[config.mk]
export PLATFORM = sky130hd
export DESIGN_NAME = sense_change_fifo
export DESIGN_NICKNAME = d
export VERILOG_FILES = /design/src/rtl/sense_pkg.sv /design/src/rtl/sense_fifo.sv /design/src/rtl/sense_change_fifo.sv
export SDC_FILE = /design/constraint.sdc
export NUM_CORES = 1
export LEC_CHECK = 0
export ABC_AREA = 0
export CORE_MARGIN = 5
export CORE_UTILIZATION = 44
export CTS_BUF_LIST = sky130_fd_sc_hd__clkbuf_4 sky130_fd_sc_hd__clkbuf_8
export DETAILED_ROUTE_END_ITERATION = 10
export PLACE_DENSITY = 0.65
export SLEW_MARGIN = 20
export SYNTH_ARGS = -nofsm -noshare
export SYNTH_HDL_FRONTEND = slang
export SYNTH_HIERARCHICAL = 1
export SYNTH_SLANG_ARGS = --single-unit
[constraint.sdc]
create_clock -name clk -period 8.6 [get_ports clk]
set_clock_uncertainty 0.2 [all_clocks]
set_input_delay 2.15 -clock clk [delete_from_list [all_inputs] [get_ports clk]]
set_output_delay 2.15 -clock clk [all_outputs]
set_load 0.02 [all_outputs]
[src/rtl/sense_pkg.sv]
// rtl/sense_pkg.sv - shared types and constants for the sense change-capture stage
package sense_pkg;

  // Default timestamp width; the top level may override it with its own parameter.
  localparam int TS_W = 8;

  // Width of one decoder sample: 2-bit code plus 1-bit flag.
  localparam int SENSE_W = 3;

  typedef struct packed {
    logic [1:0]      code;
    logic            flag;
    logic [TS_W-1:0] ts;
  } sense_evt_t;

endpackage

[src/rtl/sense_fifo.sv]
// rtl/sense_fifo.sv - generic show-ahead synchronous FIFO with occupancy count
module sense_fifo
  import sense_pkg::*;
#(
  parameter int WIDTH = SENSE_W,
  parameter int DEPTH = 4
) (
  input  logic                       clk,
  input  logic                       rst,
  input  logic                       push,
  input  logic                       pop,
  input  logic [WIDTH-1:0]           wdata,
  output logic [WIDTH-1:0]           rdata,
  output logic                       full,
  output logic                       empty,
  output logic [$clog2(DEPTH+1)-1:0] count
);

  localparam int AW = $clog2(DEPTH);
  localparam int CW = $clog2(DEPTH+1);
  localparam logic [CW-1:0] FULL_CNT = CW'(DEPTH);

  logic [WIDTH-1:0] mem [DEPTH];
  logic [AW-1:0]    wr_ptr;
  logic [AW-1:0]    rd_ptr;
  logic [CW-1:0]    count_r;
  logic [CW-1:0]    count_nxt;
  logic             full_r;
  logic             empty_r;
  logic             do_push;
  logic             do_pop;

  // Qualify requests: a push into a full FIFO only lands when a pop frees a slot.
  always_comb begin
    do_pop    = pop && !empty_r;
    do_push   = push && (!full_r || do_pop);
    count_nxt = count_r;
    case ({do_push, do_pop})
      2'b10:   count_nxt = count_r + 1'b1;
      2'b01:   count_nxt = count_r - 1'b1;
      default: count_nxt = count_r;
    endcase
  end

  // Pointers, count and registered full/empty flags derived from the next count.
  always_ff @(posedge clk or posedge rst) begin
    if (rst) begin
      wr_ptr  <= '0;
      rd_ptr  <= '0;
      count_r <= '0;
      full_r  <= 1'b0;
      empty_r <= 1'b1;
    end else begin
      if (do_push) wr_ptr <= wr_ptr + 1'b1;
      if (do_pop)  rd_ptr <= rd_ptr + 1'b1;
      count_r <= count_nxt;
      full_r  <= (count_nxt == FULL_CNT);
      empty_r <= (count_nxt == '0);
    end
  end

  // Storage array; cleared on reset so the head reads as zero out of reset.
  always_ff @(posedge clk or posedge rst) begin
    if (rst) begin
      for (int i = 0; i < DEPTH; i++) mem[i] <= '0;
    end else if (do_push) begin
      mem[wr_ptr] <= wdata;
    end
  end

  assign rdata = mem[rd_ptr];
  assign full  = full_r;
  assign empty = empty_r;
  assign count = count_r;

endmodule

[src/rtl/sense_change_fifo.sv]
// rtl/sense_change_fifo.sv - timestamped change capture of decoder outputs into a FIFO
module sense_change_fifo
  import sense_pkg::*;
#(
  parameter int DEPTH = 4,
  parameter int TS_W  = 8
) (
  input  logic                       clk,
  input  logic                       reset,
  input  logic                       enable,
  input  logic [1:0]                 in_code,
  input  logic                       in_flag,
  output logic                       evt_valid,
  input  logic                       evt_ready,
  output logic [1:0]                 evt_code,
  output logic                       evt_flag,
  output logic [TS_W-1:0]            evt_ts,
  output logic [$clog2(DEPTH+1)-1:0] count,
  output logic                       overflow,
  input  logic                       clear_ovf
);

  localparam int EW = SENSE_W + TS_W;

  logic [SENSE_W-1:0] cur;
  logic [SENSE_W-1:0] prev;
  logic               prev_vld;
  logic [TS_W-1:0]    ts_cnt;
  logic               push;
  logic               pop;
  logic               drop;
  logic               full;
  logic               empty;
  logic [EW-1:0]      wdata;
  logic [EW-1:0]      rdata;

  assign cur = {in_code, in_flag};

  // Sample history: reloads each enabled cycle, invalidated whenever capture is off.
  always_ff @(posedge clk or posedge reset) begin
    if (reset) begin
      prev     <= '0;
      prev_vld <= 1'b0;
    end else if (enable) begin
      prev     <= cur;
      prev_vld <= 1'b1;
    end else begin
      prev_vld <= 1'b0;
    end
  end

  // Free-running timestamp, independent of enable; wraps silently.
  always_ff @(posedge clk or posedge reset) begin
    if (reset) ts_cnt <= '0;
    else       ts_cnt <= ts_cnt + 1'b1;
  end

  // An event is a difference against a valid previous sample; a pop frees room when full.
  always_comb begin
    push = enable && prev_vld && (cur != prev);
    pop  = evt_valid && evt_ready;
    drop = push && full && !pop;
  end

  // Sticky overflow; a drop in the same cycle as clear_ovf keeps the flag set.
  always_ff @(posedge clk or posedge reset) begin
    if (reset)          overflow <= 1'b0;
    else if (drop)      overflow <= 1'b1;
    else if (clear_ovf) overflow <= 1'b0;
  end

  assign wdata = {cur, ts_cnt};

  sense_fifo #(
    .WIDTH (EW),
    .DEPTH (DEPTH)
  ) u_fifo (
    .clk   (clk),
    .rst   (reset),
    .push  (push),
    .pop   (pop),
    .wdata (wdata),
    .rdata (rdata),
    .full  (full),
    .empty (empty),
    .count (count)
  );

  assign evt_valid = !empty;
  assign evt_code  = rdata[EW-1 -: 2];
  assign evt_flag  = rdata[TS_W];
  assign evt_ts    = rdata[TS_W-1:0];

endmodule

# == After elaboration in Yosys (flattened, before gate mapping) ==
# Index checks and enable logic that the tools add are counted.
# classes
addsub,5
muxes,10
n_bitwise,2
n_reduce_logical,14
n_eq_ne,4
order_cmp,3
# ops
op,n
44-bit bitwise mux,1
11-bit two-way mux,3
11-bit binary-select mux with 2-bit select,1
11-bit demux with 2-bit select,1
"8-bit by 1-bit adder with 8-bit output, second input constant",1
1-bit logical AND,8
"3-bit greater-or-equal comparator, second input constant",2
2-bit NOT with 3-bit output,2
3-bit case mux with 2 select lines,1
"2-bit by 1-bit adder with 2-bit output, second input constant",2
"3-bit by 1-bit adder with 3-bit output, second input constant",1
"3-bit == test, second input constant",1
1-bit zero test,3
3-bit zero test,1
"3-bit by 1-bit less-than comparator with 1-bit output, second input constant",1
1-bit two-way mux,3
3-bit != test,1
"3-bit by 1-bit subtractor with 3-bit output, second input constant",1
"2-bit by 1-bit == test with 1-bit output, second input constant",1
"2-bit == test, second input constant",1
2-bit nonzero test,1
1-bit logical OR,1
# totals
out_inout_bits,16
register_bits,66
input_bits,8

# == Longest topological paths before layout ==
# Gate-level depths: netlist of the first run.
# logic_depth
ltp_word,8
depth_mapped,10

# == By module ==
# The synthesis of the first run kept the hierarchy.
# modules_own_cells
mod,area_each_um2,n_inst,cells_per_inst
sense_fifo,2494.9,1,155
sense_change_fifo,539.3,1,42

# == Worst setup path before layout of the first run ==
# OpenSTA, ideal clock, no wires.
# synth_timing
kind,input -> register
from,input port in_code[1]
to,register u_fifo.count_r[2] (netlist: u_fifo/count[2])
arrival_ns,4.139
setup_slack_ns,4.134
cell_stages,9
t_required_ns,8.273
path_buffers,0
cell_sequence,xnor2_1 -> a31oi_1 -> a21boi_2 -> inv_1 -> ha_1 -> fa_1 -> xnor2_1 -> o21a_1 -> or2_2
# synth_via
elab_chain_cells,5
word_cells_on_any_way,6
cone_classes,3 x eq/ne; 1 x mux; 2 x reduce/logical
# synth_lines
element,line,source
"start, declared",sense_change_fifo.sv:11,"input logic [1:0] in_code,"
3-bit != test (*),sense_change_fifo.sv:60,push = enable && prev_vld && (cur != prev);
1-bit logical AND (*),sense_change_fifo.sv:60,
net push,sense_change_fifo.sv:29,logic push;
1-bit logical AND (*),sense_fifo.sv:36,do_push = push && (!full_r || do_pop);
2-bit by 1-bit == test with 1-bit output or 2-bit == test (tied branches),sense_fifo.sv:38,"case ({do_push, do_pop})"
3-bit case mux with 2 select lines (*),sense_fifo.sv:38,
net u_fifo.count_nxt[2],sense_fifo.sv:27,logic [CW-1:0] count_nxt;
"end signal, assigned",sense_fifo.sv:56,count_r <= count_nxt;
"end, declared",sense_fifo.sv:26,logic [CW-1:0] count_r;
# Mark *: on every way through the listed nets, which the timed path passes. The rest lies on a longest branch.
# A chain may end at the register's enable or synchronous reset.

# == Final worst setup path of the first run ==
# layout_timing
from,input port in_code[0]
to,register u_fifo.count_r[2] (netlist: u_fifo/count[2])
# The elaborated chain is that of the path after synthesis.

==> impl_results.html, run 1 <==
<table>
<tr><th>Metric</th><th>Value</th></tr>
<tr><th colspan="2">GRT</th></tr>
<tr><td>Pin count of the biggest net entering global routing</td><td>29</td></tr>
<tr><td>Tot GR Track Use</td><td>13.25%</td></tr>
<tr><td>Total congestion overflow</td><td>0</td></tr>
<tr><td>First-pass GRT wire length</td><td>8611 um</td></tr>
<tr><td>Vias in the first global route</td><td>1700</td></tr>
<tr><td>Number of antenna violations at the first check in global routing</td><td>0</td></tr>
<tr><th colspan="2">Status</th></tr>
<tr><td>Outcome</td><td>finished clean</td></tr>
<tr><th colspan="2">Critical path</th></tr>
<tr><td>R2R Path Start</td><td>prev[2]$_DFFE_PP0P_</td></tr>
<tr><td>Worst path buffer plus inverter count</td><td>2</td></tr>
<tr><td>CP Cell Sequence</td><td>clkdlybuf4s50_1 -&gt; xnor2_1 -&gt; a31oi_1 -&gt; a21boi_2 -&gt; inv_1 -&gt; ha_1 -&gt; fa_1 -&gt; xnor2_1 -&gt; nor3_1 -&gt; or2_2</td></tr>
<tr><td>Critical Path RT</td><td>about 8.6 ns</td></tr>
<tr><td>Setup slack on the worst flop-to-flop path</td><td>5.64 ns</td></tr>
<tr><td>Cell type of the slowest stage on the worst timing path</td><td>sky130_fd_sc_hd__clkdlybuf4s50_1</td></tr>
<tr><td>Nature of the critical path startpoint</td><td>primary input</td></tr>
<tr><td>CP startpoint</td><td>in_code[0]</td></tr>
<tr><td>Peak fanout along the critical path</td><td>6</td></tr>
<tr><td>Type of element capturing the critical path</td><td>register</td></tr>
<tr><td>Slowest cell delay on critical path</td><td>roughly 0.52 ns</td></tr>
<tr><td>Cell occurring most often along the worst timing path</td><td>sky130_fd_sc_hd__xnor2_1</td></tr>
<tr><td>Arrival time at the worst endpoint</td><td>about 5.0 ns</td></tr>
<tr><td>Critical path class</td><td>primary input to register</td></tr>
<tr><td>Destination of the worst register-to-register timing path</td><td>u_fifo/count[2]$_DFF_PP0_</td></tr>
<tr><td>Reg2Reg Depth</td><td>9</td></tr>
<tr><td>Crit path max-delay family</td><td>compound AO/OA/AOI/OAI gates</td></tr>
<tr><th colspan="2">STA</th></tr>
<tr><td>Setup TNS</td><td>0 ns</td></tr>
<tr><td>Period utilization</td><td>a little under three fifths</td></tr>
<tr><td>Slew Limit Fails</td><td>0</td></tr>
<tr><td>Count of final hold-check violations</td><td>0</td></tr>
<tr><td>Slew at the pin with the worst max-slew slack</td><td>1.034 ns</td></tr>
<tr><td>Minimum hold slack</td><td>approximately 0.29 ns</td></tr>
<tr><td>Final count of negative-setup-slack endpoints</td><td>0</td></tr>
<tr><td>Post-layout minimum cycle time</td><td>slightly below 5 ns</td></tr>
<tr><td>Max frequency</td><td>between 200 and 250 MHz</td></tr>
<tr><td>Worst rel slew slack</td><td>a little under a third</td></tr>
<tr><td>Unrepaired setup endpoints after global routing</td><td>no</td></tr>
<tr><th colspan="2">Drt</th></tr>
<tr><td>Number of optimization iterations in the first detailed-route pass</td><td>4</td></tr>
<tr><td>Sum of routed wire length over all layers</td><td>roughly 5100 um</td></tr>
<tr><td>Post-detailed-route DRC marker count</td><td>0</td></tr>
<tr><td>DRC violation total after the first TritonRoute iteration</td><td>24</td></tr>
<tr><td>Antenna violation net count after detailed routing</td><td>0</td></tr>
<tr><td>Per-cell routed wire length</td><td>approximately 17 um</td></tr>
<tr><td>Vias after detailed routing</td><td>about 1600</td></tr>
<tr><td>Detailed-route vias per instance</td><td>~5.3</td></tr>
<tr><th colspan="2">Power</th></tr>
<tr><td>Static Leak</td><td>between 1.5 and 2 nW</td></tr>
<tr><td>Overall power consumption</td><td>between 0.001 and 0.0015 W</td></tr>
<tr><td>Power per standard cell area</td><td>approximately 350 mW/mm^2</td></tr>
<tr><td>Worst voltage drop across the vdd grid</td><td>approximately 0.20 mV</td></tr>
<tr><th colspan="2">Finish</th></tr>
<tr><td>Layout Nets</td><td>239</td></tr>
<tr><td>Diode insertion count for antenna repair</td><td>0</td></tr>
<tr><td>Sequential cell area in the final layout</td><td>between 0.0015 and 0.002 mm^2</td></tr>
<tr><td>Fill cell total of the finished layout</td><td>about 570</td></tr>
<tr><td>Area growth from synthesis to final layout</td><td>14.97%</td></tr>
<tr><td>Fraction of layout cells with a size suffix above 1</td><td>34.65%</td></tr>
<tr><td>Summed area of non-filler cells in the final layout</td><td>~0.0035 mm^2</td></tr>
<tr><td>Area of combinational cells with multiple inputs</td><td>about 0.0013 mm^2</td></tr>
<tr><th colspan="2">Place</th></tr>
<tr><td># port buffers</td><td>23</td></tr>
<tr><td>Area after detailed placement</td><td>between 0.003 and 0.004 mm^2</td></tr>
<tr><td>Detailed Place HPWL</td><td>roughly 3400 um</td></tr>
<tr><td>Final RePlAce weighted congestion</td><td>~0.73</td></tr>
<tr><th colspan="2">Clock network</th></tr>
<tr><td>Number of clock sinks</td><td>66</td></tr>
<tr><td>Clock latency on the worst-skew pair</td><td>0.32 ns</td></tr>
<tr><td>Resize count post-CTS</td><td>0</td></tr>
<tr><td>CTS Root Cell</td><td>sky130_fd_sc_hd__clkbuf_8</td></tr>
<tr><td>Number of buffers created by CTS</td><td>9</td></tr>
<tr><td>Clock tree from TritonCTS</td><td>done</td></tr>
<tr><td>Number of buffers inserted for hold repair after clock tree synthesis</td><td>0</td></tr>
<tr><td>Reg clk slew, reported paths</td><td>0.07 ns</td></tr>
<tr><td>Max Root-Sink Buffers</td><td>2</td></tr>
<tr><td>Post-CTS Setup Bufs</td><td>0</td></tr>
<tr><td>Count of H-tree levels built during CTS</td><td>3</td></tr>
<tr><th colspan="2">Logic synthesis</th></tr>
<tr><td>Net count after synthesis</td><td>approximately 210</td></tr>
<tr><td>Post-synth EDFFs</td><td>0</td></tr>
<tr><td>Synth async-reset ratio</td><td>between 90% and 100%</td></tr>
<tr><td>Synth Area per Inst</td><td>between 15 and 20 um^2</td></tr>
<tr><td>Synth Flop Type</td><td>sky130_fd_sc_hd__dfrtp_1</td></tr>
<tr><td>Synth warn</td><td>6</td></tr>
<tr><td>Post-synthesis cell area</td><td>about 0.003 mm^2</td></tr>
<tr><td>Part of the Yosys area used for sequential elements</td><td>between 50% and 60%</td></tr>
<tr><td>Synth Instances</td><td>197</td></tr>
<tr><td>Synth Register Bits</td><td>66</td></tr>
<tr><td>Netlist cell types</td><td>34</td></tr>
<tr><th colspan="2">Min path</th></tr>
<tr><td>Hold WC Path Type</td><td>register to register</td></tr>
<tr><td>Sink of the worst hold path</td><td>u_fifo/mem[7]$_DFFE_PP0P_</td></tr>
<tr><td>Launch instance of the worst min-delay path</td><td>u_fifo/mem[7]$_DFFE_PP0P_</td></tr>
<tr><td>Worst hold path cell count</td><td>1</td></tr>
<tr><th colspan="2">Floorplanning</th></tr>
<tr><td>Die area</td><td>0.008656 mm^2</td></tr>
<tr><td>Count of boundary I/O pins</td><td>24</td></tr>
<tr><td>Die Ht</td><td>~93 um</td></tr>
<tr><td>Die Wd</td><td>around 93 um</td></tr>
<tr><td>Starting Density</td><td>44.91%</td></tr>
<tr><td>Area of the core</td><td>0.006756 mm^2</td></tr>
<tr><td>FP Rows</td><td>30</td></tr>
<tr><th colspan="2">Run</th></tr>
<tr><td>Maximum Capacitance Violations</td><td>0</td></tr>
</table>
[cells in the final DEF (no fill, tap or decap), drive strengths merged, types with 2 or more instances in the layout]
cell type      Yosys  final
a21oi              5      5
clkbuf             1     13
clkdlybuf4s50      0     23
clkinv             0      2
dfrtp             65     65
ha                 6      6
inv                9      9
mux2              49     49
mux4              11     11
nand2              8      8
nand3              2      2
nor2               2      2
nor2b              2      2
nor3               3      3
xnor2             11     11
xor2               4      4
[cell type report]
cell class	instances	area share (%)
Tap cell	80	2.869
Sequential cell	66	47.38
Clock buffer	13	5.129
Inverter	9	0.9684
Multi-Input combinational cell	114	36.55
Timing Repair Buffer	24	6.815
Clock inverter	2	0.2869
[worst max path at each step]
stage	to	depth (start not counted)
after floorplan	u_fifo/count[2]$_DFF_PP0_	9
after CTS	u_fifo/count[2]$_DFF_PP0_	10
final	u_fifo/count[2]$_DFF_PP0_	10
after global placement	u_fifo/count[2]$_DFF_PP0_	10
after global routing	u_fifo/count[2]$_DFF_PP0_	10
after detailed placement	u_fifo/count[2]$_DFF_PP0_	10
[synth_stat cells (all sizes together), types with 2 or more instances]
cell type,number,share of area (%)
nand3,2,0.49
a21oi,5,1.3
mux2,49,19
nor3,3,0.66
xnor2,11,3.2
nand2,8,0.99
xor2,4,1.2
nor2,2,0.25
mux4,11,8.2
inv,9,1.1
nor2b,2,0.41
dfrtp,65,54
ha,6,2.5
buf,7,2.3
[metrics by stage]
step	util [%]	worst slack (ns)	std cells
after floorplan	-	4.134	197
after global placement	48.83	3.393	293
after detailed placement	48.83	3.294	293
after CTS	51.63	3.659	308
after global routing	51.63	3.486	308
final	51.63	3.650	308
[per-layer routing]
layer	vias up	track usage [%]	wire (um)
li1	746	-	-
met1	849	17.11	2456
met2	18	20.64	2447
met3	7	4.747	169
met4	0	4.762	74
met5	-	0	0
[report_power, final]
group / switching, W / internal [W] / leakage (nW)
combinational: 0.000187 / 0.000287 / 0.600
sequential: 0.0000920 / 0.000418 / 0.804
clock: 0.000110 / 0.000134 / 0.101
[state kept, by name (all words and copies together) (netlist names)]
| signal | cells |
|---|---|
| prev_vld | 1 |
| u_fifo/count | 3 |
| u_fifo/full | 1 |
| overflow | 1 |
| prev | 3 |
| ts_cnt | 8 |
| u_fifo/rd_ptr | 2 |
| u_fifo/empty | 1 |
| u_fifo/mem | 44 |
| u_fifo/wr_ptr | 2 |
[cell families (layout without fill, tap and decap cells)]
kind of cell	Yosys count	count (layout)	share of synthesized area, %
XOR/XNOR	15	15	4.330
buffers and inverters	17	48	3.505
flip-flops	66	66	54.47
adder cells (fa/ha/maj)	7	7	3.134
multiplexers	60	60	27.59
AND/OR/NAND/NOR	22	22	4.248
AO/OA/AOI/OAI	10	10	2.722
Note: power is estimated with default switching activity, not from simulation.
==> inputs of run 2 (changes only) <==
==> constraint.sdc (replaced) <==
create_clock -name clk -period 5 [get_ports clk]
set_clock_uncertainty 0.2 [all_clocks]
set_input_delay 1.25 -clock clk [delete_from_list [all_inputs] [get_ports clk]]
set_output_delay 1.25 -clock clk [all_outputs]
set_load 0.02 [all_outputs]
==> impl_results.html, run 2 (synthesis gave the netlist of run 1 again) <==
<table>
<tr><th>Metric</th><th>Value</th></tr>
<tr><th colspan="2">Power</th></tr>
<tr><td>Overall power consumption</td><td>0.002196 W (was 0.001227 W)</td></tr>
<tr><td>Switching Power</td><td>0.0006839 W (was 0.0003889 W)</td></tr>
<tr><td>Part of the power in registers</td><td>40.1% (was 41.5%)</td></tr>
<tr><td>Power Internal</td><td>0.001512 W (was 0.0008385 W)</td></tr>
<tr><td>Static Leak</td><td>1.522 nW (was 1.506 nW)</td></tr>
<tr><td>Power per standard cell area</td><td>621.8 mW/mm^2 (was 351.9 mW/mm^2)</td></tr>
<tr><td>Worst voltage drop across the vdd grid</td><td>0.4119 mV (was 0.2038 mV)</td></tr>
<tr><td>Proportion of power drawn by combinational gates</td><td>37.3% (was 38.6%)</td></tr>
<tr><td>Sw Share</td><td>31.15% (was 31.69%)</td></tr>
<tr><td>Clock power share</td><td>22.6% (was 19.9%)</td></tr>
<tr><th colspan="2">Min path</th></tr>
<tr><td>Sink of the worst hold path</td><td>u_fifo/mem[18]$_DFFE_PP0P_ (was u_fifo/mem[7]$_DFFE_PP0P_)</td></tr>
<tr><td>Launch instance of the worst min-delay path</td><td>u_fifo/mem[18]$_DFFE_PP0P_ (was u_fifo/mem[7]$_DFFE_PP0P_)</td></tr>
<tr><td>Hold WC Path Type</td><td>register to register (unchanged)</td></tr>
<tr><td>Worst hold path cell count</td><td>1 (unchanged)</td></tr>
<tr><th colspan="2">Critical path</th></tr>
<tr><td>Critical Path RT</td><td>5.01 ns (was 8.61 ns)</td></tr>
<tr><td>Critical path class</td><td>primary input to register (unchanged)</td></tr>
<tr><td>Type of element capturing the critical path</td><td>register (unchanged)</td></tr>
<tr><td>Setup slack on the worst flop-to-flop path</td><td>2.04 ns (was 5.64 ns)</td></tr>
<tr><td>CP Cell Sequence</td><td>clkdlybuf4s50_1 -&gt; xnor2_1 -&gt; a31oi_1 -&gt; a21boi_2 -&gt; inv_1 -&gt; ha_1 -&gt; fa_1 -&gt; xnor2_1 -&gt; nor3_1 -&gt; or2_2 (unchanged)</td></tr>
<tr><td>R2R Path Start</td><td>prev[2]$_DFFE_PP0P_ (unchanged)</td></tr>
<tr><td>Arrival time at the worst endpoint</td><td>4.06 ns (was 4.96 ns)</td></tr>
<tr><td>Cell type of the slowest stage on the worst timing path</td><td>sky130_fd_sc_hd__clkdlybuf4s50_1 (unchanged)</td></tr>
<tr><td>Destination of the worst register-to-register timing path</td><td>u_fifo/count[2]$_DFF_PP0_ (unchanged)</td></tr>
<tr><td>Nature of the critical path startpoint</td><td>primary input (unchanged)</td></tr>
<tr><td>Reg2Reg Depth</td><td>9 (unchanged)</td></tr>
<tr><td>Crit path max-delay family</td><td>compound AO/OA/AOI/OAI gates (unchanged)</td></tr>
<tr><td>Peak fanout along the critical path</td><td>6 (unchanged)</td></tr>
<tr><td>Slowest cell delay on critical path</td><td>0.53 ns (was 0.52 ns)</td></tr>
<tr><td>Cell occurring most often along the worst timing path</td><td>sky130_fd_sc_hd__xnor2_1 (unchanged)</td></tr>
<tr><td>Worst path buffer plus inverter count</td><td>2 (unchanged)</td></tr>
<tr><th colspan="2">Place</th></tr>
<tr><td>Detailed Place HPWL</td><td>3418 um (was 3368 um)</td></tr>
<tr><td>Final RePlAce weighted congestion</td><td>0.7167 (was 0.7259)</td></tr>
<tr><td># port buffers</td><td>23 (unchanged)</td></tr>
<tr><td>Cell Count Post-Placement</td><td>294 (was 293)</td></tr>
<tr><th colspan="2">Clock network</th></tr>
<tr><td>CTS Root Cell</td><td>sky130_fd_sc_hd__clkbuf_8 (unchanged)</td></tr>
<tr><td>Max Root-Sink Buffers</td><td>2 (unchanged)</td></tr>
<tr><td>Resize count post-CTS</td><td>0 (unchanged)</td></tr>
<tr><td>Number of clock sinks</td><td>66 (unchanged)</td></tr>
<tr><td>Post-CTS Setup Bufs</td><td>0 (unchanged)</td></tr>
<tr><td>Clock tree from TritonCTS</td><td>done (unchanged)</td></tr>
<tr><td>Clock latency on the worst-skew pair</td><td>0.33 ns (was 0.32 ns)</td></tr>
<tr><td>Reg clk slew, reported paths</td><td>0.07 ns (about the same)</td></tr>
<tr><td>Number of buffers created by CTS</td><td>9 (unchanged)</td></tr>
<tr><td>Number of buffers inserted for hold repair after clock tree synthesis</td><td>0 (unchanged)</td></tr>
<tr><td>Count of H-tree levels built during CTS</td><td>3 (unchanged)</td></tr>
<tr><th colspan="2">Drt</th></tr>
<tr><td>Detailed-route vias per instance</td><td>5.119 (was 5.260)</td></tr>
<tr><td>Per-cell routed wire length</td><td>16.73 um (was 16.71 um)</td></tr>
<tr><td>DRC violation total after the first TritonRoute iteration</td><td>55 (was 24)</td></tr>
<tr><td>Vias after detailed routing</td><td>1587 (was 1620)</td></tr>
<tr><td>Post-detailed-route DRC marker count</td><td>0 (unchanged)</td></tr>
<tr><td>Antenna violation net count after detailed routing</td><td>0 (unchanged)</td></tr>
<tr><td>Number of optimization iterations in the first detailed-route pass</td><td>4 (unchanged)</td></tr>
<tr><td>Sum of routed wire length over all layers</td><td>5186 um (was 5146 um)</td></tr>
<tr><th colspan="2">Floorplanning</th></tr>
<tr><td>FP Rows</td><td>30 (unchanged)</td></tr>
<tr><td>Count of boundary I/O pins</td><td>24 (unchanged)</td></tr>
<tr><td>Area of the core</td><td>0.006756 mm^2 (unchanged)</td></tr>
<tr><td>Die Ht</td><td>93.04 um (unchanged)</td></tr>
<tr><td>Die Wd</td><td>93.04 um (unchanged)</td></tr>
<tr><td>Die area</td><td>0.008656 mm^2 (unchanged)</td></tr>
<tr><td>Starting Density</td><td>44.91% (unchanged)</td></tr>
<tr><th colspan="2">STA</th></tr>
<tr><td>Slew Limit Fails</td><td>0 (unchanged)</td></tr>
<tr><td>Setup TNS</td><td>0 ns (unchanged)</td></tr>
<tr><td>Minimum hold slack</td><td>0.2877 ns (was 0.2883 ns)</td></tr>
<tr><td>Unrepaired setup endpoints after global routing</td><td>no (unchanged)</td></tr>
<tr><td>Worst rel slew slack</td><td>45.97% (was 31.06%)</td></tr>
<tr><td>Period utilization</td><td>between 80% and 90%</td></tr>
<tr><td>Post-layout minimum cycle time</td><td>between 4 and 5 ns</td></tr>
<tr><td>Count of final hold-check violations</td><td>0 (unchanged)</td></tr>
<tr><td>Final count of negative-setup-slack endpoints</td><td>0 (unchanged)</td></tr>
<tr><td>Max frequency</td><td>between 200 and 250 MHz</td></tr>
<tr><td>Slew at the pin with the worst max-slew slack</td><td>0.8094 ns (was 1.034 ns)</td></tr>
<tr><th colspan="2">Finish</th></tr>
<tr><td>Fill cell total of the finished layout</td><td>581 (was 566)</td></tr>
<tr><td>Most common library cell in the layout ignoring fill and taps</td><td>sky130_fd_sc_hd__dfrtp_1 (unchanged)</td></tr>
<tr><td>Leading registers by flop count</td><td>u_fifo/mem (44), ts_cnt (8) (unchanged)</td></tr>
<tr><td>Final std cells w/o fill</td><td>310 (was 308)</td></tr>
<tr><td>Top library cells by usage in the layout, fill and taps aside</td><td>sky130_fd_sc_hd__dfrtp_1, sky130_fd_sc_hd__mux2_2, sky130_fd_sc_hd__clkdlybuf4s50_1 (unchanged)</td></tr>
<tr><td>Area growth from synthesis to final layout</td><td>16.37% (was 14.97%)</td></tr>
<tr><td>Fraction of layout cells with a size suffix above 1</td><td>35.22% (was 34.65%)</td></tr>
<tr><td>Largest Register</td><td>u_fifo/mem (unchanged)</td></tr>
<tr><td>Sequential cell area in the final layout</td><td>0.001653 mm^2 (unchanged)</td></tr>
<tr><td>Max reg flops</td><td>44 (unchanged)</td></tr>
<tr><td>Diode insertion count for antenna repair</td><td>0 (unchanged)</td></tr>
<tr><td>Layout Nets</td><td>240 (was 239)</td></tr>
<tr><td>Area of combinational cells with multiple inputs</td><td>0.001275 mm^2 (unchanged)</td></tr>
<tr><th colspan="2">GRT</th></tr>
<tr><td>First-pass GRT wire length</td><td>8790 um (was 8611 um)</td></tr>
<tr><td>Number of antenna violations at the first check in global routing</td><td>0 (unchanged)</td></tr>
<tr><td>Vias in the first global route</td><td>1775 (was 1700)</td></tr>
<tr><td>Total congestion overflow</td><td>0 (unchanged)</td></tr>
<tr><td>Tot GR Track Use</td><td>13.42% (was 13.25%)</td></tr>
<tr><td>Pin count of the biggest net entering global routing</td><td>47 (was 29)</td></tr>
<tr><th colspan="2">Run</th></tr>
<tr><td>Maximum Capacitance Violations</td><td>0 (unchanged)</td></tr>
<tr><th colspan="2">Status</th></tr>
<tr><td>Outcome</td><td>finished clean (unchanged)</td></tr>
</table>
==> run 2: per-layer routing <==
| layer | routed length [um] | vias up | GRT usage, % |
|---|---|---|---|
| met3 | 168 | 8 | 3.218 |
| li1 | - | 751 | - |
| met2 | 2448 | 27 | 21.36 |
| met4 | 74 | 0 | 6.593 |
| met5 | 0 | - | 0 |
| met1 | 2495 | 801 | 17.21 |
==> run 2: layout make-up <==
| type | instances | share of cell area, % |
|---|---|---|
| sequential | 66 | 46.81 |
| clock buffer | 11 | 4.111 |
| tap | 80 | 2.835 |
| timing repair buffer | 25 | 6.945 |
| clock inverter | 5 | 2.197 |
| inverter | 9 | 0.9922 |
| multi-input combinational | 114 | 36.11 |
==> run 2: power by group through the flow <==
stage | clock network (W) | registers (W) | logic, W
after floorplan | 0 | 0.000830 | 0.000613
after global placement | 0 | 0.000887 | 0.000815
after detailed placement | 0 | 0.000892 | 0.000828
after CTS | 0.000507 | 0.000884 | 0.000831
after global routing | 0.000530 | 0.000910 | 0.000882
final | 0.000497 | 0.000880 | 0.000819
==> run 2: how the worst max path moves through the flow <==
stage / from / to / slack [ns] / cells past startpoint
4_1_cts: in_code[0] / u_fifo/count[2]$_DFF_PP0_ / 0.95 / 10
2_1_floorplan: in_code[1] / u_fifo/count[2]$_DFF_PP0_ / 1.43 / 9
6_report: in_code[0] / u_fifo/count[2]$_DFF_PP0_ / 0.96 / 10
3_3_place_gp: in_code[0] / u_fifo/count[2]$_DFF_PP0_ / 0.69 / 10
5_1_grt: in_code[1] / u_fifo/count[2]$_DFF_PP0_ / 0.72 / 10
3_5_place_dp: in_code[0] / u_fifo/count[2]$_DFF_PP0_ / 0.62 / 10
==> run 2: worst register-to-register path, delay by kind of cell, from the launching register on <==
kind	cells	cell delay [ns]
buffers and inverters	1	0.07
adder cells (fa/ha/maj)	2	0.62
XOR/XNOR	2	0.43
flip-flops	1	0.40
AO/OA/AOI/OAI	2	0.77
AND/OR/NAND/NOR	2	0.38
==> run 2: stage by stage <==
stage               util [%]  area, um^2  setup WS, ns
floorplan                  -        3034         1.434
global placement       48.94        3307        0.6880
detailed placement     48.94        3307        0.6220
CTS                    52.24        3530        0.9533
global route           52.26        3531        0.7239
finish                 52.26        3531        0.9557
==> inputs of run 3 (changes only) <==
==> constraint.sdc (replaced) <==
create_clock -name clk -period 4.1 [get_ports clk]
set_clock_uncertainty 0.2 [all_clocks]
set_input_delay 1.025 -clock clk [delete_from_list [all_inputs] [get_ports clk]]
set_output_delay 1.025 -clock clk [all_outputs]
set_load 0.02 [all_outputs]
==> impl_results.html, run 3 (synthesis gave the netlist of run 1 again) <==
<table>
<tr><th>Metric</th><th>Value</th></tr>
<tr><th colspan="2">Floorplanning</th></tr>
<tr><td>FP Rows</td><td>30 (unchanged)</td></tr>
<tr><td>Area of the core</td><td>0.006756 mm^2 (unchanged)</td></tr>
<tr><td>Die Wd</td><td>93.04 um (unchanged)</td></tr>
<tr><td>Starting Density</td><td>44.91% (unchanged)</td></tr>
<tr><td>Die Ht</td><td>93.04 um (unchanged)</td></tr>
<tr><td>Count of boundary I/O pins</td><td>24 (unchanged)</td></tr>
<tr><td>Die area</td><td>0.008656 mm^2 (unchanged)</td></tr>
<tr><th colspan="2">Critical path</th></tr>
<tr><td>Critical Path RT</td><td>4.12 ns (was 5.01 ns)</td></tr>
<tr><td>Worst path buffer plus inverter count</td><td>2 (unchanged)</td></tr>
<tr><td>Crit. path cell count</td><td>10 (unchanged)</td></tr>
<tr><td>R2R Path Start</td><td>prev[2]$_DFFE_PP0P_ (unchanged)</td></tr>
<tr><td>Type of element capturing the critical path</td><td>register (unchanged)</td></tr>
<tr><td>Peak fanout along the critical path</td><td>6 (unchanged)</td></tr>
<tr><td>Critical path class</td><td>primary input to register (unchanged)</td></tr>
<tr><td>CP startpoint</td><td>in_code[0] (unchanged)</td></tr>
<tr><td>Slowest cell delay on critical path</td><td>0.53 ns (about the same)</td></tr>
<tr><td>Cell occurring most often along the worst timing path</td><td>sky130_fd_sc_hd__xnor2_1 (unchanged)</td></tr>
<tr><td>Reg2Reg Depth</td><td>9 (unchanged)</td></tr>
<tr><td>Cell type of the slowest stage on the worst timing path</td><td>sky130_fd_sc_hd__clkdlybuf4s50_1 (unchanged)</td></tr>
<tr><td>Arrival time at the worst endpoint</td><td>3.58 ns (was 4.06 ns)</td></tr>
<tr><td>Crit path max-delay family</td><td>adder cells (was compound AO/OA/AOI/OAI gates)</td></tr>
<tr><td>CP Cell Sequence</td><td>clkdlybuf4s50_1 -&gt; xnor2_1 -&gt; a31oi_1 -&gt; a21boi_2 -&gt; inv_1 -&gt; ha_1 -&gt; fa_1 -&gt; xnor2_1 -&gt; nor3_1 -&gt; or2_2 (unchanged)</td></tr>
<tr><td>Nature of the critical path startpoint</td><td>primary input (unchanged)</td></tr>
<tr><th colspan="2">Finish</th></tr>
<tr><td>Diode insertion count for antenna repair</td><td>0 (unchanged)</td></tr>
<tr><td>Most common library cell in the layout ignoring fill and taps</td><td>sky130_fd_sc_hd__dfrtp_1 (unchanged)</td></tr>
<tr><td>Max reg flops</td><td>44 (unchanged)</td></tr>
<tr><td>Summed area of non-filler cells in the final layout</td><td>0.003576 mm^2 (was 0.003531 mm^2)</td></tr>
<tr><td>Fraction of layout cells with a size suffix above 1</td><td>36.86% (was 35.22%)</td></tr>
<tr><td>Leading registers by flop count</td><td>u_fifo/mem (44), ts_cnt (8) (unchanged)</td></tr>
<tr><td>Area growth from synthesis to final layout</td><td>17.86% (was 16.37%)</td></tr>
<tr><td>Top library cells by usage in the layout, fill and taps aside</td><td>sky130_fd_sc_hd__dfrtp_1, sky130_fd_sc_hd__mux2_2, sky130_fd_sc_hd__clkdlybuf4s50_1 (unchanged)</td></tr>
<tr><td>Largest Register</td><td>u_fifo/mem (unchanged)</td></tr>
<tr><td>Layout Nets</td><td>246 (was 240)</td></tr>
<tr><th colspan="2">Drt</th></tr>
<tr><td>Metal3 WL</td><td>216 um (was 168 um)</td></tr>
<tr><td>Number of optimization iterations in the first detailed-route pass</td><td>4 (unchanged)</td></tr>
<tr><td>Detailed-route vias per instance</td><td>5.247 (was 5.119)</td></tr>
<tr><td>Per-cell routed wire length</td><td>16.41 um (was 16.73 um)</td></tr>
<tr><td>Met2 WL</td><td>2541 um (was 2448 um)</td></tr>
<tr><td>Antenna violation net count after detailed routing</td><td>0 (unchanged)</td></tr>
<tr><td>DRC violation total after the first TritonRoute iteration</td><td>37 (was 55)</td></tr>
<tr><td>Post-detailed-route DRC marker count</td><td>0 (unchanged)</td></tr>
<tr><td>Sum of routed wire length over all layers</td><td>5187 um (was 5186 um)</td></tr>
<tr><td>Met1 Routed Length</td><td>2381 um (was 2495 um)</td></tr>
<tr><td>Vias after detailed routing</td><td>1658 (was 1587)</td></tr>
<tr><td>Uppermost signal routing layer after detailed routing</td><td>met4 (unchanged)</td></tr>
<tr><th colspan="2">STA</th></tr>
<tr><td>Worst rel slew slack</td><td>51.85% (was 45.97%)</td></tr>
<tr><td>Post-layout minimum cycle time</td><td>approximately 3.6 ns</td></tr>
<tr><td>Count of final hold-check violations</td><td>0 (unchanged)</td></tr>
<tr><td>Worst setup margin</td><td>0.5351 ns (was 0.9557 ns)</td></tr>
<tr><td>Final count of negative-setup-slack endpoints</td><td>0 (unchanged)</td></tr>
<tr><td>Max frequency</td><td>approximately 280 MHz</td></tr>
<tr><td>Slew at the pin with the worst max-slew slack</td><td>0.7223 ns (was 0.8094 ns)</td></tr>
<tr><td>Slew Limit Fails</td><td>0 (unchanged)</td></tr>
<tr><td>Unrepaired setup endpoints after global routing</td><td>no (unchanged)</td></tr>
<tr><td>Period utilization</td><td>slightly below 90%</td></tr>
<tr><td>Setup TNS</td><td>0 ns (unchanged)</td></tr>
<tr><th colspan="2">Clock network</th></tr>
<tr><td>Reg clk slew, reported paths</td><td>0.07 ns (about the same)</td></tr>
<tr><td>Count of H-tree levels built during CTS</td><td>3 (unchanged)</td></tr>
<tr><td>Number of buffers created by CTS</td><td>9 (unchanged)</td></tr>
<tr><td>Resize count post-CTS</td><td>0 (unchanged)</td></tr>
<tr><td>Clock tree from TritonCTS</td><td>done (unchanged)</td></tr>
<tr><td>Max Root-Sink Buffers</td><td>2 (unchanged)</td></tr>
<tr><td>Clock latency on the worst-skew pair</td><td>0.33 ns (about the same)</td></tr>
<tr><td>Number of clock sinks</td><td>66 (unchanged)</td></tr>
<tr><td>Post-CTS Setup Bufs</td><td>0 (unchanged)</td></tr>
<tr><td>CTS Root Cell</td><td>sky130_fd_sc_hd__clkbuf_8 (unchanged)</td></tr>
<tr><td>Number of buffers inserted for hold repair after clock tree synthesis</td><td>0 (unchanged)</td></tr>
<tr><th colspan="2">Power</th></tr>
<tr><td>Static Leak</td><td>1.549 nW (was 1.522 nW)</td></tr>
<tr><td>Power per standard cell area</td><td>745.3 mW/mm^2 (was 621.8 mW/mm^2)</td></tr>
<tr><td>Overall power consumption</td><td>0.002665 W (was 0.002196 W)</td></tr>
<tr><td>Worst voltage drop across the vdd grid</td><td>0.4232 mV (was 0.4119 mV)</td></tr>
<tr><th colspan="2">Min path</th></tr>
<tr><td>Worst hold path cell count</td><td>1 (unchanged)</td></tr>
<tr><td>Launch instance of the worst min-delay path</td><td>u_fifo/mem[30]$_DFFE_PP0P_ (was u_fifo/mem[18]$_DFFE_PP0P_)</td></tr>
<tr><td>Hold WC Path Type</td><td>register to register (unchanged)</td></tr>
<tr><th colspan="2">Run</th></tr>
<tr><td>Maximum Capacitance Violations</td><td>0 (unchanged)</td></tr>
<tr><th colspan="2">GRT</th></tr>
<tr><td>Total congestion overflow</td><td>0 (unchanged)</td></tr>
<tr><td>Number of antenna violations at the first check in global routing</td><td>0 (unchanged)</td></tr>
<tr><td>Pin count of the biggest net entering global routing</td><td>26 (was 47)</td></tr>
<tr><td>Tot GR Track Use</td><td>13.74% (was 13.42%)</td></tr>
<tr><td>Vias in the first global route</td><td>1749 (was 1775)</td></tr>
<tr><td>First-pass GRT wire length</td><td>8907 um (was 8790 um)</td></tr>
<tr><th colspan="2">Status</th></tr>
<tr><td>Outcome</td><td>finished clean (unchanged)</td></tr>
<tr><th colspan="2">Place</th></tr>
<tr><td># port buffers</td><td>23 (unchanged)</td></tr>
<tr><td>Area after detailed placement</td><td>0.003352 mm^2 (was 0.003307 mm^2)</td></tr>
<tr><td>Detailed Place HPWL</td><td>3549 um (was 3418 um)</td></tr>
<tr><td>Setup Slack @ Placement</td><td>0.1969 ns (was 0.6220 ns)</td></tr>
<tr><td>Final RePlAce weighted congestion</td><td>0.7153 (was 0.7167)</td></tr>
</table>
-- run 3: cell types whose count changed in the layout (fill, tap and decap cells not counted), sizes merged --
cell / delta
inv: +1
clkinvlp: +1
clkbuf: +2
bufinv: -1
buf: +6
clkinv: -3
-- run 3: metal layers --
layer	up-vias	global-route usage (%)
li1	758	-
met1	871	17.51
met2	24	21.60
met3	5	5.632
met4	0	4.029
met5	-	0
-- run 3: final timing paths --
| kind | end | slack (ns) |
|---|---|---|
| max | u_fifo/count[2]$_DFF_PP0_ | 0.54 |
| min | u_fifo/mem[30]$_DFFE_PP0P_ | 0.29 |
| max reg2reg | u_fifo/count[2]$_DFF_PP0_ | 1.42 |
| min reg2reg | u_fifo/mem[30]$_DFFE_PP0P_ | 0.29 |
| max in group asynchronous | u_fifo/empty$_DFF_PP1_ | 2.13 |
| min in group asynchronous | ts_cnt[5]$_DFF_PP0_ | 0.88 |
-- run 3: layout make-up --
cell class                      count  area [um^2]
Clock buffer                       13        178.9
Clock inverter                      3        45.04
Fill cell                         582         3181
Inverter                            9        33.78
Multi-Input combinational cell    114         1275
Sequential cell                    66         1653
Tap cell                           80        100.1
Timing Repair Buffer               31        290.3
-- run 3: worst reg2reg max path, stage by stage, from the launching register on --
cell	delay, ns
sky130_fd_sc_hd__dfrtp_1	0.39
sky130_fd_sc_hd__xnor2_1	0.13
sky130_fd_sc_hd__a31oi_1	0.23
sky130_fd_sc_hd__a21boi_2	0.27
sky130_fd_sc_hd__inv_1	0.06
sky130_fd_sc_hd__ha_1	0.23
sky130_fd_sc_hd__fa_1	0.39
sky130_fd_sc_hd__xnor2_1	0.30
sky130_fd_sc_hd__nor3_1	0.09
sky130_fd_sc_hd__or2_2	0.27
-- run 3: report_power, final --
group          internal (W)  leakage, nW  total [W]  switching [W]
registers          0.000877        0.804    0.00106       0.000179
logic              0.000614        0.636    0.00102       0.000410
clock network      0.000347        0.108   0.000585       0.000237
total               0.00184         1.55    0.00267       0.000826
-- run 3: stage by stage --
step	hold slack, ns	std cells	util [%]
floorplan	0.2524	197	-
global placement	0.2622	300	49.61
detailed placement	0.2697	300	49.61
CTS	0.2863	316	52.93
global route	0.3024	316	52.93
finish	0.2855	316	52.93
